<file path="src/rtl/alu_pkg.sv">
// Shared constants and types for the RV32I ALU issue stage.
// Feature macro used by the top level: ALU_ISSUE_FWD_EN (EX-result forwarding).
package alu_pkg;

    localparam logic [6:0] OPC_OP     = 7'b0110011;
    localparam logic [6:0] OPC_OP_IMM = 7'b0010011;
    localparam logic [6:0] OPC_LUI    = 7'b0110111;
    localparam logic [6:0] OPC_AUIPC  = 7'b0010111;

    localparam logic [3:0] ALU_ADD  = 4'b0000;
    localparam logic [3:0] ALU_SUB  = 4'b1000;
    localparam logic [3:0] ALU_SLT  = 4'b0010;
    localparam logic [3:0] ALU_SLTU = 4'b0011;
    localparam logic [3:0] ALU_XOR  = 4'b0100;
    localparam logic [3:0] ALU_OR   = 4'b0110;
    localparam logic [3:0] ALU_AND  = 4'b0111;
    localparam logic [3:0] ALU_SLL  = 4'b0001;
    localparam logic [3:0] ALU_SRL  = 4'b0101;
    localparam logic [3:0] ALU_SRA  = 4'b1101;

    typedef enum logic [1:0] {
        IMM_NONE = 2'd0,
        IMM_I    = 2'd1,
        IMM_U    = 2'd2
    } imm_type_e;

    typedef enum logic [1:0] {
        OP1_RS1  = 2'd0,
        OP1_ZERO = 2'd1,
        OP1_PC   = 2'd2
    } op1_sel_e;

    typedef struct packed {
        logic [31:0] op_1;
        logic [31:0] op_2;
        logic [3:0]  alu_opcode;
        logic [4:0]  rd_addr;
        logic        wb_en;
        logic        illegal;
    } issue_entry_t;

    function automatic logic [31:0] imm_i(input logic [31:0] instr);
        return {{20{instr[31]}}, instr[31:20]};
    endfunction

endpackage

</file>
<file path="src/rtl/alu_issue_decode.sv">
// Combinational decode of the RV32I integer ALU classes (OP, OP-IMM, LUI, AUIPC)
// into operand selects, immediate, ALU opcode and legality.
module alu_issue_decode
    import alu_pkg::*;
(
    input  logic [31:0] instr,
    output op1_sel_e    op1_sel,
    output imm_type_e   imm_type,
    output logic [31:0] imm,
    output logic        shift,
    output logic        is_r,
    output logic [3:0]  alu_opcode,
    output logic [4:0]  rd,
    output logic        legal
);

    logic [6:0] opcode;
    logic [2:0] funct3;
    logic [6:0] funct7;
    logic       unused_rs1_field;

    assign opcode           = instr[6:0];
    assign funct3           = instr[14:12];
    assign funct7           = instr[31:25];
    assign rd               = instr[11:7];
    assign unused_rs1_field = ^instr[19:15];

    always_comb begin
        op1_sel    = OP1_ZERO;
        imm_type   = IMM_NONE;
        imm        = '0;
        shift      = 1'b0;
        is_r       = 1'b0;
        alu_opcode = ALU_ADD;
        legal      = 1'b0;
        case (opcode)
            OPC_OP: begin
                op1_sel    = OP1_RS1;
                is_r       = 1'b1;
                shift      = (funct3 == 3'b001) || (funct3 == 3'b101);
                alu_opcode = {instr[30], funct3};
                legal      = (funct7 == 7'b0000000) ||
                             ((funct7 == 7'b0100000) &&
                              ((funct3 == 3'b000) || (funct3 == 3'b101)));
            end
            OPC_OP_IMM: begin
                op1_sel  = OP1_RS1;
                imm_type = IMM_I;
                imm      = imm_i(instr);
                shift    = (funct3 == 3'b001) || (funct3 == 3'b101);
                legal    = 1'b1;
                // instr[30] only selects SRAI; elsewhere it is immediate data
                case (funct3)
                    3'b101:  alu_opcode = {instr[30], 3'b101};
                    3'b001:  alu_opcode = ALU_SLL;
                    default: alu_opcode = {1'b0, funct3};
                endcase
            end
            OPC_LUI: begin
                op1_sel  = OP1_ZERO;
                imm_type = IMM_U;
                imm      = {instr[31:12], 12'b0};
                legal    = 1'b1;
            end
            OPC_AUIPC: begin
                op1_sel  = OP1_PC;
                imm_type = IMM_U;
                imm      = {instr[31:12], 12'b0};
                legal    = 1'b1;
            end
            default: legal = 1'b0;
        endcase
    end

endmodule

</file>
<file path="src/rtl/alu_issue_stage.sv">
// Decode/issue stage ahead of the RV32I ALU: single-entry valid/ready register
// with flush. Define ALU_ISSUE_FWD_EN to add EX-result forwarding ports.
module alu_issue_stage
    import alu_pkg::*;
#(
    parameter int XLEN           = 32,
    parameter bit NOP_ON_ILLEGAL = 1'b1
) (
    input  logic            clk_in,
    input  logic            rst_in,
    input  logic            valid_in,
    output logic            ready_out,
    input  logic [31:0]     instr_in,
    input  logic [XLEN-1:0] pc_in,
    input  logic [XLEN-1:0] rs1_data_in,
    input  logic [XLEN-1:0] rs2_data_in,
    input  logic            flush_in,
    output logic            valid_out,
    input  logic            ready_in,
    output logic [XLEN-1:0] op_1_out,
    output logic [XLEN-1:0] op_2_out,
    output logic [3:0]      alu_opcode_out,
    output logic [4:0]      rd_addr_out,
    output logic            wb_en_out,
    output logic            illegal_out
`ifdef ALU_ISSUE_FWD_EN
    ,
    input  logic            fwd_valid_in,
    input  logic [4:0]      fwd_rd_in,
    input  logic [XLEN-1:0] fwd_data_in
`endif
);

    op1_sel_e     dec_op1_sel;
    imm_type_e    dec_imm_type;
    logic [31:0]  dec_imm;
    logic         dec_shift;
    logic         dec_is_r;
    logic [3:0]   dec_alu_opcode;
    logic [4:0]   dec_rd;
    logic         dec_legal;

    logic         valid_q, valid_d;
    issue_entry_t entry_q, entry_d;
    issue_entry_t new_entry;
    logic [31:0]  rs1_val, rs2_val, op_2_raw;
    logic         accept;

    alu_issue_decode u_decode (
        .instr      (instr_in),
        .op1_sel    (dec_op1_sel),
        .imm_type   (dec_imm_type),
        .imm        (dec_imm),
        .shift      (dec_shift),
        .is_r       (dec_is_r),
        .alu_opcode (dec_alu_opcode),
        .rd         (dec_rd),
        .legal      (dec_legal)
    );

    assign ready_out = !valid_q || ready_in;
    assign accept    = valid_in && ready_out;

    always_comb begin
        rs1_val = rs1_data_in;
        rs2_val = rs2_data_in;
`ifdef ALU_ISSUE_FWD_EN
        if (fwd_valid_in && (fwd_rd_in != 5'd0) && (fwd_rd_in == instr_in[19:15]))
            rs1_val = fwd_data_in;
        if (dec_is_r && fwd_valid_in && (fwd_rd_in != 5'd0) && (fwd_rd_in == instr_in[24:20]))
            rs2_val = fwd_data_in;
`endif
        op_2_raw = (dec_imm_type == IMM_NONE) ? rs2_val : dec_imm;

        new_entry         = '0;
        new_entry.rd_addr = dec_rd;
        if (dec_legal) begin
            case (dec_op1_sel)
                OP1_RS1: new_entry.op_1 = rs1_val;
                OP1_PC:  new_entry.op_1 = pc_in;
                default: new_entry.op_1 = '0;
            endcase
            // The ALU shifts by the whole operand, so only the 5-bit shamt may pass
            new_entry.op_2       = dec_shift ? {27'b0, op_2_raw[4:0]} : op_2_raw;
            new_entry.alu_opcode = dec_alu_opcode;
            new_entry.wb_en      = (dec_rd != 5'd0);
        end else begin
            new_entry.illegal = NOP_ON_ILLEGAL;
        end

        valid_d = valid_q;
        entry_d = entry_q;
        if (flush_in) begin
            valid_d = 1'b0;
        end else if (accept) begin
            valid_d = 1'b1;
            entry_d = new_entry;
        end else if (ready_in) begin
            valid_d = 1'b0;
        end
    end

    always_ff @(posedge clk_in) begin
        if (rst_in) begin
            valid_q <= 1'b0;
            entry_q <= '0;
        end else begin
            valid_q <= valid_d;
            entry_q <= entry_d;
        end
    end

    assign valid_out      = valid_q;
    assign op_1_out       = entry_q.op_1;
    assign op_2_out       = entry_q.op_2;
    assign alu_opcode_out = entry_q.alu_opcode;
    assign rd_addr_out    = entry_q.rd_addr;
    assign wb_en_out      = entry_q.wb_en;
    assign illegal_out    = entry_q.illegal;

endmodule

</file>
<file path="config.mk">
export PLATFORM = sky130hd
export DESIGN_NAME = alu_issue_stage
export DESIGN_NICKNAME = d
export VERILOG_FILES = /design/src/rtl/alu_pkg.sv /design/src/rtl/alu_issue_decode.sv /design/src/rtl/alu_issue_stage.sv
export SDC_FILE = /design/constraint.sdc
export NUM_CORES = 1
export LEC_CHECK = 0
export BUFFER_PORTS_ARGS = -buffer_cell sky130_fd_sc_hd__clkbuf_2
export CAP_MARGIN = 30
export CORE_MARGIN = 4
export CORE_UTILIZATION = 40
export DETAILED_ROUTE_END_ITERATION = 8
export PLACE_DENSITY = 0.77
export SYNTH_ARGS = -nofsm -noshare
export SYNTH_HDL_FRONTEND = slang
export SYNTH_SLANG_ARGS = --single-unit
</file>
<file path="constraint.sdc">
create_clock -name clk_in -period 1.6 [get_ports clk_in]
set_clock_uncertainty 0.05 [all_clocks]
set_input_delay 0.16 -clock clk_in [delete_from_list [all_inputs] [get_ports clk_in]]
set_output_delay 0.16 -clock clk_in [all_outputs]
set_load 0.03 [all_outputs]
</file>
; Yosys cells after proc, flatten, opt, wreduce, memory -nomap -nowiden
; Index checks and enable logic that the tools add are counted.
[classes]
mux = 15
n_reduce_logical = 18
n_bitwise = 1
n_eq_ne = 8
[ops]
columns = operator, n
row1 = one-hot mux 32 bit (2 select lines), 2
row2 = 2-to-1 mux 68 bit, 1
row3 = 2-to-1 mux 32 bit, 2
row4 = == test 7 x 6 -> 1 bit (second input constant), 3
row5 = one-hot mux 4 bit (2 select lines), 2
row6 = == test 7 x 5 -> 1 bit (second input constant), 2
row7 = one-hot mux 2 bit (2 select lines), 2
row8 = logical NOT 7 bit, 1
row9 = OR reduction 2 bit, 3
row10 = 2-to-1 mux 1 bit, 5
row11 = nonzero test 5 bit, 1
row12 = logical NOT 2 bit, 2
row13 = logical OR 1 bit, 4
row14 = == test 3 x 1 -> 1 bit (second input constant), 1
row15 = == test 3 bit (second input constant), 1
row16 = logical NOT 3 bit, 1
row17 = OR reduction 3 bit, 1
row18 = == test 2 bit (second input constant), 1
row19 = logical AND 1 bit, 2
row20 = one-hot mux 1 bit (2 select lines), 1
row21 = AND reduction 2 bit, 1
row22 = nonzero test 2 bit, 1
row23 = logical NOT 1 bit, 1
row24 = inverter 1 bit, 1
[totals]
output_inout_bits = 77
register_bits = 76
word_cells = 49
in_bits = 133

; Depth between registers and ports, before layout
; Gate-level depths: netlist of run 1.
[logic_depth]
depth_word = 7
ltp_mapped = 8
mapped_depth_nobuf = 6

; Modules after synthesis
; A second synthesis of run 1 with hierarchy kept.
[hier_totals]
hier_cells = 401
hier_area_um2 = 4092.7
[modules_own_cells]
columns = module, cells_per_inst, instances, area_each_um2, seq_area_each_um2
row1 = alu_issue_stage, 311, 1, 3462.1, 1521.5
row2 = alu_issue_decode, 90, 1, 630.6, 0.0

; Worst setup path after synthesis of run 1
; Ideal clock, no wire load.
[synth_timing]
kind = register to register
start = register valid_q (netlist: valid_out)
end = register entry_q, in the netlist op_2_out[10]
path_buffers = 2
setup_time_ns = 0.117
path_stages_with_launch = 9
synth_period_minus_slack_ns = 2.022
t_arrival_ns = 1.855
required_ns = 1.433
setup_slack_ns = -0.422
cell_sequence = dfxtp_1 > nor2b_1 > inv_1 > nand3b_1 > buf_2 > nor4_1 > nor2b_2 > buf_2 > a22o_1
[synth_via]
elab_chain_len = 4
[synth_rtl]
columns = item, line
row1 = from (decl), alu_issue_stage.sv:43  ; logic valid_q, valid_d;
row2 = from (signal assigned), alu_issue_stage.sv:108  ; valid_q <= valid_d;
row3 = logical NOT 1 bit, alu_issue_stage.sv:61  ; assign ready_out = !valid_q || ready_in;
row4 = logical OR 1 bit, alu_issue_stage.sv:61
row5 = named net ready_out, alu_issue_stage.sv:12  ; output logic ready_out,
row6 = logical AND 1 bit, alu_issue_stage.sv:62  ; assign accept = valid_in && ready_out;
row7 = AND reduction 2 bit (no line), -
row8 = to (signal assigned), alu_issue_stage.sv:109  ; entry_q <= entry_d;
row9 = to (decl), alu_issue_stage.sv:44  ; issue_entry_t entry_q, entry_d;
; The timed path passes the listed nets, and every way through them passes these cells.
; A chain may end at the register's enable or synchronous reset.

; Worst setup path after layout of run 1
[layout_timing]
start = register valid_q (netlist: valid_out)
end = register entry_q, in the netlist op_2_out[22]
[layout_via]
elab_chain_len = 4
[layout_rtl]
columns = item, line
row1 = logical NOT 1 bit, alu_issue_stage.sv:61
row2 = logical OR 1 bit, alu_issue_stage.sv:61
row3 = logical AND 1 bit, alu_issue_stage.sv:62
row4 = AND reduction 2 bit (no line), -
; No other way between the ends.

==> impl_metrics.toml, run 1 <==
[pwr]
seq_power_share_pct = 44.9
leakagePower_nw = 2.44
switching_power_mw = 1.03
internal_power_mw = 3.22
peakVddDrop_mv = 0.488
combinationalPowerShare_pct = 14.4
power_switching_share_pct = 24.3
pwr-share-clk_pct = 40.8
cellPowerDensity_nw_per_um2 = 800

[synthesis]
ys_seq_area_share_pct = 42.7
synth_area_leader_cell = "dfxtp_1"
synthArstFlopShare_pct = 0
yosysUniqueCellTypes = 43
synth-main-ff-cell = "dfxtp_1"
ys_warn_count = 0
synth_edf_count = 0
yosys.area_share.simple_pct = 23.4
synth_top_family_by_area = "compound AO/OA/AOI/OAI gates"
synth_nets = 582
syn_area_um2 = 3560
synthAdderAreaFrac_pct = 0
synth_mux_area_share_pct = 0.281
syn_inst = 449
synthDominantCellAreaShare_pct = 42.7
synthTopCellsByArea = "dfxtp_1 (43%), nand2_1 (9.8%), a21oi_1 (8.3%)"
synthXorXnorAreaFrac_pct = 0.246
yosys_register_bits = 76
avgSynthCellArea_um2 = 7.93
synth_compound_area_share_pct = 28.9

[run_status]
status = "complete, but fails checks"
violations = "setup timing"

[route]
vias = 4129
vias_per_cell = 5.27
wl_um = 12300
first_iter_violations = 150
drc = 0
drt-pass1-iter-count = 5
avgRoutedWirePerCell_um = 15.7
ant_nets = 0

[sta]
worst_slack_ns = -0.0677
fin_crit_sh_pct = 104
drv_slew = 0
rsz0062_at_grt = "true"
fin_hold_ws_ns = 0.0276
fin_tns_setup_ns = -1.51
maxClockFrequency_ghz = 0.600
report.final.setup_viol = 56
min_period_ns = 1.67
hold_viol = 0
worstMarginPinSlew_ns = 0.619
relSlewSlack_pct = 58.6

[finish]
fin_cells = 784
multi_input_area_um2 = 2010
syn_to_final_growth_pct = 49.2
final_nets = 804
post-route-util_pct = 61.2
n_fill_cell = 778
seqCellArea_um2 = 1530
antenna_cells = 0
drive_above_1_share_pct = 42.2

[clock_tree]
clock_sinks = 76
clock_latency_ns = 0.34
root_buffer = "clkbuf_8"
cts-htree-levels = 3
tritoncts = "done"
clock_path_buffers = 2
path_clk_slew_ns = 0.08
cts_made_buffers = 9

[floorplanning]
die_area_um2 = 10500
core-area_um2 = 8680
initial_core_util_pct = 41.0
die_w_um = 102
die_height_um = 102
ioPinCount = 210
rows = 34

[global_routing]
grt_usage_pct = 21.6
grt_pass1_wl_um = 18100
grt_pass1_vias = 3854
antenna_found_initial = 0
grt_overflow_total = 0
grt_max_degree = 40

[placed_design]
dp_slack_ns = -0.114
dp_cells = 760
portBuffers = 209
gp_congestion = 0.889
hpwl_um = 9350

[run]
maxCapViolations = 0

[hold_path]
hp-class = "in -> reg"
holdPathStages = 3

[worst_setup_path]
critPathKind = "reg -> reg"
r2r_cells = 8
r2r_setup_slack_ns = -0.07
rr_endpoint = "op_2_out[22]"
start_kind = "flip-flop"
cp_max_fo = 7
crit_start = "valid_out"
cp-end-kind = "flip-flop"
r2r-start = "valid_out"
crit_path_end = "op_2_out[22]"
required_ns = 1.81
cp.arrival_ns = 1.88
## kinds of logic (layout without fill, tap and decap cells)
logic type      Yosys count  in the layout
compound gates          170            170
simple gates            165            166
flops                    76             76
buf+inv                  36            262
xor+xnor                  1              1
mux                       1              1
## power by group through the flow
stage | registers (mW) | clock network (mW) | logic (mW)
6_report | 1.91 | 1.73 | 0.610
5_1_grt | 1.91 | 1.85 | 0.665
4_1_cts | 1.91 | 1.77 | 0.598
3_5_place_dp | 1.95 | 0 | 0.580
3_3_place_gp | 1.95 | 0 | 0.565
2_1_floorplan | 1.97 | 0 | 0.254
## per-layer routing
layer / up-vias / GRT usage (%) / wire length, um
li1: 2032 / - / -
met1: 1879 / 25.6 / 4950
met2: 186 / 37.9 / 6080
met3: 32 / 4.85 / 1010
met4: 0 / 8.48 / 299
met5: - / 0 / 0
## synth_stat cells, drive strengths merged (4+ instances only)
master	n
a21oi	59
a221oi	6
a22o	23
a22oi	8
buf	11
clkbuf	24
dfxtp	76
nand2	93
nand2b	6
nor2	5
nor2b	36
nor3	4
o211ai	5
o21ai	56
o22ai	5
o31ai	5
## cell usage in the layout, fill, tap and decap left out, types with 3 or more instances in the layout
| master | count |
|---|---|
| o21ai_1 | 22 |
| bufinv_16 | 3 |
| nor2b_1 | 33 |
| a22oi_1 | 8 |
| a221oi_1 | 6 |
| a21oi_1 | 59 |
| buf_6 | 3 |
| buf_12 | 5 |
| dlygate4sd3_1 | 6 |
| nor3_1 | 3 |
| nand2b_1 | 6 |
| o211ai_1 | 5 |
| nor2_1 | 4 |
| o22ai_1 | 5 |
| buf_4 | 21 |
| nand2_1 | 93 |
| clkbuf_2 | 209 |
| clkbuf_8 | 9 |
| o21ai_0 | 21 |
| dfxtp_1 | 75 |
| o21ai_2 | 13 |
| a22o_1 | 23 |
## state kept, by name (all words and copies together) (netlist names)
name / cells
wb_en_out: 1
alu_opcode_out: 4
illegal_out: 1
op_2_out: 32
valid_out: 1
op_1_out: 32
rd_addr_out: 5
## what timing repair did
action                                  in CTS  in global routing
endpoints found under the hold margin        6                  0
gates cloned                                 0                  2
gates resized for setup                     26                 22
endpoints found under the setup margin      66                 69
pin swaps                                    7                  9
hold buffers                                 6                  0
buffers inserted                             0                  0
## how the worst min path moves through the flow
stage	to	start
floorplan	valid_out	flush_in
global placement	valid_out	flush_in
detailed placement	valid_out	flush_in
CTS	op_1_out[26]	pc_in[26]
global route	op_1_out[26]	pc_in[26]
finish	op_1_out[26]	pc_in[26]
## stage by stage
step	total power [mW]	area (um^2)
after floorplan	2.23	3590
after global placement	2.52	4900
after detailed placement	2.53	4900
after CTS	4.28	5220
after global routing	4.42	5310
final	4.25	5310
## cell type report
class	instances	share of cell area (%)
clock inverter	5	1.88
tap	108	2.54
multi-input combinational	338	37.9
timing repair buffer	245	26.4
sequential	76	28.7
clock buffer	11	2.47
inverter	1	0.118
## worst max-delay path, cell delays in order, from the launching register on
cell,delay [ns]
dfxtp_4,0.34
nor2b_4,0.13
inv_4,0.04
nand3b_1,0.14
buf_4,0.18
nor4_4,0.19
o21ai_2,0.12
buf_6,0.16
o31ai_4,0.23
(Power assumes the default switching activity.)
==> run 2, diff against run 1 <==
- REMOVE_ABC_BUFFERS: not set -> 1
==> impl_metrics.toml, run 2 (synthesized netlist as in run 1, its figures left out) <==
[run_status]
status = "complete, no violations"

[finish]
fin_cells = 787
drive_above_1_share_pct = 43.0
syn_to_final_growth_pct = 50.6
final_nets = 808
final_common_cell = "clkbuf_2"
most-common-layout-cells = "clkbuf_2 (209), nand2_1 (93), dfxtp_1 (75), a21oi_1 (58), nor2b_1 (33)"
antenna_cells = 0

[hold_path]
hold_end = "rd_addr_out[1]"
holdPathStages = 3
hp-class = "in -> reg"
hp-start = "instr_in[8]"

[route]
first_iter_violations = 170
drt-pass1-iter-count = 5
ant_nets = 0
avgRoutedWirePerCell_um = 15.1
vias = 4152
drc = 0
vias_per_cell = 5.28
wl_um = 11900

[worst_setup_path]
r2r-start = "valid_out"
start_kind = "flip-flop"
rr_endpoint = "op_1_out[21]"
cp.arrival_ns = 1.80
crit_start = "valid_out"
critPathKind = "reg -> reg"
r2r_setup_slack_ns = 0.02
required_ns = 1.82
cp_max_fo = 19
r2r_cells = 7
cp-end-kind = "flip-flop"

[global_routing]
use_met2_pct = 38.3
top_usage_layer = "met2"
grt_overflow_total = 0
met3_usage_pct = 5.26
grt_max_degree = 41
met1_usage_pct = 25.3
antenna_found_initial = 0
grt_usage_pct = 21.7
grt_pass1_wl_um = 18100
grt_pass1_vias = 3885

[pwr]
leakagePower_nw = 2.46
cellPowerDensity_nw_per_um2 = 795
peakVddDrop_mv = 0.498

[floorplanning]
initial_core_util_pct = 41.0
rows = 34
die_height_um = 102
die_w_um = 102
die_area_um2 = 10500
core-area_um2 = 8680
ioPinCount = 210

[placed_design]
gp_congestion = 0.824
hpwl_um = 9140
dp_cells = 766
portBuffers = 209

[sta]
hold_viol = 0
fin_hold_ws_ns = 0.0171
min_period_ns = 1.58
relSlewSlack_pct = 68.4
fin_crit_sh_pct = 98.8
worstMarginPinSlew_ns = 0.472
maxClockFrequency_ghz = 0.632
drv_slew = 0
fin_tns_setup_ns = 0
rsz0062_at_grt = "true"
report.final.setup_viol = 0

[clock_tree]
cts_made_buffers = 9
clock_latency_ns = 0.34
clock_sinks = 76
clock_path_buffers = 2
root_buffer = "clkbuf_8"
path_clk_slew_ns = 0.08
tritoncts = "done"
cts-htree-levels = 3

[run]
maxCapViolations = 0
run 2: how the worst max path moves through the flow:
stage,end,slack (ns)
4_1_cts,op_1_out[4],0.0002
3_3_place_gp,op_1_out[6],-0.17
2_1_floorplan,alu_opcode_out[0],-1.80
3_5_place_dp,op_1_out[0],-0.26
5_1_grt,op_1_out[29],-0.08
6_report,op_1_out[21],0.02
run 2: metal layers:
metal	vias to the layer above	part of all wire (%)
li1	2043	-
met3	29	7.9
met4	0	2.6
met1	1909	40
met5	-	0
met2	171	50
run 2: timing repair:
item	CTS	global route
pin swaps	1	19
endpoints found under the hold margin	4	0
buffers inserted	0	1
gates resized for setup	26	31
hold buffers	4	0
gates cloned	0	1
endpoints found under the setup margin	59	69
run 2: layout make-up:
type / count / area, um^2
fillers: 767 / 3310
multi-input cells: 337 / 2000
flip-flops and latches: 76 / 1520
repair buffers: 250 / 1470
well taps: 108 / 135
clock buffers: 9 / 124
clock inverters: 6 / 114
inverters: 1 / 3.75
run 2: report_power, final:
group	switching [mW]	total (mW)	internal (mW)	leakage, nW
registers	0.00613	1.91	1.90	0.613
logic	0.322	0.613	0.291	1.74
clock network	0.717	1.75	1.03	0.112
run 2: critical path: stages, from the launching register on:
cell and delay, ns:
dfxtp_2 0.32, nor2b_4 0.12, inv_2 0.05, nand3b_1 0.12, or3_4 0.39, a2bb2oi_2 0.16, buf_12 0.16, o21ai_1 0.13
run 2: through the flow:
stage	worst slack, ns	util (%)	area (um^2)	power [mW]
finish	0.0188	61.8	5370	4.27
global route	-0.0815	61.8	5370	4.45
CTS	0.000161	60.6	5260	4.29
detailed placement	-0.261	57.0	4940	2.54
global placement	-0.172	56.8	4930	2.52
floorplan	-1.80	-	3410	2.18
